$ cat src/rtl/pipeline_fetch_stage.sv
// rtl/pipeline_fetch_stage.sv - instruction fetch stage with one outstanding imem request and IF/ID register
// Optional perf counters (perf_fetch_cnt, perf_bubble_cnt) are built only with `define FETCH_PERF_CNT_EN.
module pipeline_fetch_stage #(
  parameter logic [31:0] RESET_PC = 32'h0000_0000
) (
  input  logic        clk,
  input  logic        reset,
  input  logic        stall_fetch,
  input  logic        stall_decode,
  input  logic        pcsrc_decode,
  input  logic [31:0] pc_branch_decode,
  output logic        imem_req_valid,
  output logic [31:0] imem_req_addr,
  input  logic        imem_req_ready,
  input  logic        imem_resp_valid,
  input  logic [31:0] imem_resp_data,
  output logic [31:0] instr_decode,
  output logic [31:0] pc_plus4_decode,
  output logic        valid_decode
`ifdef FETCH_PERF_CNT_EN
  ,
  output logic [31:0] perf_fetch_cnt,
  output logic [31:0] perf_bubble_cnt
`endif
);

  typedef enum logic [1:0] {S_REQ, S_WAIT, S_HOLD, S_DROP} state_t;

  localparam logic [31:0] WORD_MASK = 32'hFFFF_FFFC;

  state_t      state_q, state_d;
  logic [31:0] pc_q, pc_d;
  logic [31:0] hold_q, hold_d;
  logic [31:0] instr_q, instr_d;
  logic [31:0] pc_plus4_q, pc_plus4_d;
  logic        valid_q, valid_d;

  logic        redirect;
  logic        accept;
  logic        deliver;
  logic [31:0] deliver_data;
  logic [31:0] pc_plus4;
  logic        load_valid;
  logic        load_bubble;

  always_ff @(posedge clk or posedge reset) begin
    if (reset) begin
      state_q    <= S_REQ;
      pc_q       <= RESET_PC & WORD_MASK;
      hold_q     <= 32'd0;
      instr_q    <= 32'd0;
      pc_plus4_q <= 32'd0;
      valid_q    <= 1'b0;
    end else begin
      state_q    <= state_d;
      pc_q       <= pc_d;
      hold_q     <= hold_d;
      instr_q    <= instr_d;
      pc_plus4_q <= pc_plus4_d;
      valid_q    <= valid_d;
    end
  end

  always_comb begin
    redirect     = pcsrc_decode && !stall_decode;
    accept       = imem_req_valid && imem_req_ready;
    pc_plus4     = pc_q + 32'd4;
    deliver      = !redirect && !stall_decode &&
                   (((state_q == S_WAIT) && imem_resp_valid) || (state_q == S_HOLD));
    deliver_data = (state_q == S_HOLD) ? hold_q : imem_resp_data;

    state_d = state_q;
    hold_d  = hold_q;
    case (state_q)
      S_REQ: begin
        // A redirect racing an accepted request leaves a response in flight to discard.
        if (redirect) state_d = accept ? S_DROP : S_REQ;
        else if (accept) state_d = S_WAIT;
      end
      S_WAIT: begin
        if (redirect) begin
          state_d = imem_resp_valid ? S_REQ : S_DROP;
        end else if (imem_resp_valid) begin
          if (stall_decode) begin
            state_d = S_HOLD;
            hold_d  = imem_resp_data;
          end else begin
            state_d = S_REQ;
          end
        end
      end
      S_HOLD: if (!stall_decode) state_d = S_REQ;
      S_DROP: if (imem_resp_valid) state_d = S_REQ;
      default: state_d = S_REQ;
    endcase

    pc_d = pc_q;
    if (redirect) pc_d = pc_branch_decode & WORD_MASK;
    else if (deliver) pc_d = pc_plus4;

    instr_d     = instr_q;
    pc_plus4_d  = pc_plus4_q;
    valid_d     = valid_q;
    load_valid  = 1'b0;
    load_bubble = 1'b0;
    if (!stall_decode) begin
      if (deliver) begin
        instr_d    = deliver_data;
        pc_plus4_d = pc_plus4;
        valid_d    = 1'b1;
        load_valid = 1'b1;
      end else begin
        instr_d     = 32'd0;
        pc_plus4_d  = 32'd0;
        valid_d     = 1'b0;
        load_bubble = 1'b1;
      end
    end
  end

  // Request is masked during reset so the imem never sees a request before release.
  always_comb begin
    imem_req_valid  = (state_q == S_REQ) && !stall_fetch && !reset;
    imem_req_addr   = pc_q;
    instr_decode    = instr_q;
    pc_plus4_decode = pc_plus4_q;
    valid_decode    = valid_q;
  end

`ifdef FETCH_PERF_CNT_EN
  logic [31:0] perf_fetch_cnt_q, perf_fetch_cnt_d;
  logic [31:0] perf_bubble_cnt_q, perf_bubble_cnt_d;

  always_ff @(posedge clk or posedge reset) begin
    if (reset) begin
      perf_fetch_cnt_q  <= 32'd0;
      perf_bubble_cnt_q <= 32'd0;
    end else begin
      perf_fetch_cnt_q  <= perf_fetch_cnt_d;
      perf_bubble_cnt_q <= perf_bubble_cnt_d;
    end
  end

  always_comb begin
    perf_fetch_cnt_d  = perf_fetch_cnt_q + {31'd0, load_valid};
    perf_bubble_cnt_d = perf_bubble_cnt_q + {31'd0, load_bubble};
    perf_fetch_cnt    = perf_fetch_cnt_q;
    perf_bubble_cnt   = perf_bubble_cnt_q;
  end
`else
  logic unused_load_flags;
  assign unused_load_flags = load_valid ^ load_bubble;
`endif

endmodule

$ cat config.mk
export PLATFORM = sky130hd
export DESIGN_NAME = pipeline_fetch_stage
export DESIGN_NICKNAME = d
export VERILOG_FILES = /design/src/rtl/pipeline_fetch_stage.sv
export SDC_FILE = /design/constraint.sdc
export NUM_CORES = 1
export LEC_CHECK = 0
export CAP_MARGIN = 20
export CORE_AREA = 3 3 148 92
export CTS_CLUSTER_DIAMETER = 30
export DETAILED_ROUTE_END_ITERATION = 8
export DIE_AREA = 0 0 151 95
export GPL_ROUTABILITY_DRIVEN = 0
export PLACE_DENSITY = 0.79
export SYNTH_ARGS = -nofsm -noshare
export SYNTH_HDL_FRONTEND = slang
export SYNTH_SLANG_ARGS = --single-unit
$ cat constraint.sdc
create_clock -name clk -period 6.29 [get_ports clk]
set_clock_uncertainty 0.15 [all_clocks]
set_input_delay 1.258 -clock clk [delete_from_list [all_inputs] [get_ports clk]]
set_output_delay 1.258 -clock clk [all_outputs]
set_load 0.005 [all_outputs]
==> run_results.csv <==
group,metric,value,unit
synth,ys_ff_latch,127,
floorplan,initial_core_util,0.484,
synth,synth_edf_count,0,
floorplan,rows,31,
pwr,switching_share,0.269,
grt,antenna_found_initial,0,
synth,seq_area_frac_synth,0.540,
pwr,peakVddDrop,214,uV
layout,layout.nets,792,
setup_path,crit_fanout,2,
clock_tree,cts_buffers,17,
pwr,finalPower,0.00269,W
clock_tree,cts_sinks,127,
sta,slew_headroom,0.325,
grt,grt_max_degree,76,
drt,drt_iter0_drc,345,
hold_path,hold_depth,2,
clock_tree,h-tree-depth,4,
sta,rsz0062_at_grt,"no",
drt,drt_wl_total,16.5,mm
layout,multi_input_area,2520,um2
grt,grt.overflow.total,0,
setup_path,critPathLaunchType,"primary input",
floorplan,ioPinCount,169,
setup_path,critPathMaxStageDelay,0.57,ns
clock_tree,clock_latency,0.41,ns
synth,syn_area,5890,um2
hold_path,holdCritStartpoint,"valid_decode$_DFFE_PP0N_",
floorplan,coreArea,12200,um2
run,drv_cap,0,
sta,finalSetupViolCount,0,
layout,regArea,3180,um2
setup_path,worstPathCellList,"clkdlybuf4s50_1 > nor4_1 > clkdlybuf4s50_1",
drt,dr.pass1.iters,5,
pwr,p_leak,3.62,nW
sta,hold_viol,0,
grt,grt_pass1_vias,5052,
clock_tree,post_cts_buffers,0,
pwr,clkPwrFrac,0.386,
pwr,p_switching,0.000725,W
layout,layout-drive-gt1-share,0.108,
sta,worstMarginPinSlew,1.01,ns
hold_path,min_to,"valid_decode$_DFFE_PP0N_",
clock_tree,cts_hold_buf,0,
sta,min_period_over_period,0.640,
floorplan,die_area,14300,um2
grt,grt_pass1_wl,26.3,mm
sta,max_freq,248,MHz
setup_path,r2r-start,"state_q[1]$_DFFE_PP0P_",
clock_tree,clk_pin_slew,0.06,ns
pwr,combPwrFrac,0.199,
synth,synth_flop_cell,"dfrtp_1",
setup_path,r2r_cells,6,
placed_design,dp_hpwl,11.3,mm
layout,nFillCells,943,
sta,finalMaxSlewViolations,0,
clock_tree,cts_resized,0,
pwr,p_seq_frac,0.415,
floorplan,die_h,95,um
drt,wl_per_cell,18.4,um
pwr,p_per_area,326,nW/um2
drt,drc,0,
layout,area_growth,40.3,%
clock_tree,cts_tree,"yes",
setup_path,worstPathRequired,4.88,ns
drt,via_per_inst,5.62,
synth,ys_async_sr_fraction,1.00,
setup_path,cp_slowest_cell,"clkdlybuf4s50_1",
setup_path,rr_endpoint,"imem_req_addr[31]$_DFFE_PP0P_",
placed_design,placed_cells,863,
layout,n_antenna_cell,0,
placed_design,portBuffers,162,
status,status,"finished clean",
sta,min_period,4.03,ns
drt,ant_nets,0,
synth,yosysWarnings,0,
synth,avgSynthCellArea,10.4,um2
setup_path,crit_type,"in2out",
setup_path,crit_arrival,2.62,ns
synth,synthCells,568,
grt,gr-usage-all-layers,0.235,
setup_path,cp_common_cell,"clkdlybuf4s50_1",
floorplan,die_w,151,um
sta,tns,0,ns
layout,instances_no_fill,897,
hold_path,hold_path.class,"reg2reg",
pwr,p_int,0.00197,W
setup_path,r2r_slack,3.81,ns
setup_path,cp-end-kind,"output port",
drt,vias,5043,
synth,yosys.cell_types.count,44,
clock_tree,cts-root-buf,"clkbuf_16",
clock_tree,cts_buffer_depth,2,
[cells in the final DEF (no fill, tap or decap), drive strengths merged, types with 14 or more instances in the layout]
cell,n
a21oi,16
clkbuf,18
clkdlybuf4s50,161
dfrtp,127
mux2,33
mux2i,32
nand2,75
nand3,17
nor2,22
o21ai,87
xor2,14
[critical path, delay by kind of cell]
family,cells,cell delay (ns)
buf+inv,2,1.03
simple gates,1,0.32
[per-layer routing]
| metal | global-route usage | wire (um) |
|---|---|---|
| met1 | 0.324 | 7430 |
| met2 | 0.363 | 7520 |
| met3 | 0.0719 | 1450 |
| met4 | 0.0611 | 133 |
| met5 | 0 | 0 |
[power by group through the flow]
stage / combinational, W / sequential (W) / clock (W)
finish: 0.000535 / 0.00112 / 0.00104
global route: 0.000584 / 0.00114 / 0.00109
CTS: 0.000537 / 0.00111 / 0.00105
detailed placement: 0.000533 / 0.00113 / 0
global placement: 0.000514 / 0.00111 / 0
floorplan: 0.000290 / 0.00109 / 0
[synth_stat cells (4+ instances only)]
library cell  count  share of area
nand4_1          12          0.013
nor3_1            5         0.0042
mux2_2           33          0.063
xor2_1           14          0.021
xnor2_1          13          0.019
and2_1            4         0.0042
o21ai_0          87          0.074
nor2_1           22          0.014
dfrtp_1         127           0.54
nand2_1          75          0.048
nand3_1          17          0.014
a22oi_1          13          0.017
a2bb2oi_1         4         0.0059
and4_1            5         0.0074
a311oi_1          4         0.0059
buf_2             8         0.0068
mux2i_1          32          0.054
a21oi_1          16          0.014
buf_4             4         0.0051
and3_1            8         0.0085
inv_1             8         0.0051
clkbuf_1         28          0.018
[sequential cells by signal, indices dropped and copies added (netlist names)]
name,flops
imem_req_addr,30
hold_q,32
valid_decode,1
pc_plus4_decode,30
instr_decode,32
state_q,2
[kinds of logic after synthesis]
logic type | share of synthesized area
AOI/OAI and AO/OA | 0.141
xor gates and xnor gates | 0.0402
adders and majority gates | 0.00212
buffers and inverters | 0.0348
DFF | 0.540
muxes | 0.117
other | 0.000637
and+or+nand+nor | 0.124
[metrics by stage]
stage	cell area (um2)	hold slack (ns)	util	setup slack, ns
after global routing	8260	0.365	0.679	2.18
after CTS	8220	0.337	0.675	2.26
after detailed placement	7590	0.321	0.624	2.25
after global placement	7590	0.311	0.624	2.28
final	8260	0.331	0.679	2.26
after floorplan	5900	0.324	-	1.50
[worst max path at each step]
| stage | to | depth (start not counted) | slack (ns) | startpoint |
|---|---|---|---|---|
| finish | imem_req_valid | 3 | 2.26 | reset |
| global route | imem_req_valid | 3 | 2.18 | reset |
| CTS | imem_req_valid | 3 | 2.26 | reset |
| detailed placement | imem_req_valid | 3 | 2.25 | reset |
| global placement | imem_req_valid | 3 | 2.28 | reset |
| floorplan | hold_q[0]$_DFFE_PP0P_ | 1 | 1.50 | reset |
[final cells by class]
cell class                      count  area share
Clock buffer                       18      0.0531
Clock inverter                     13      0.0227
Inverter                            8     0.00394
Multi-Input combinational cell    396       0.305
Sequential cell                   127       0.385
Tap cell                          165      0.0250
Timing Repair Buffer              170       0.205
Note: power is estimated with default switching activity, not from simulation.
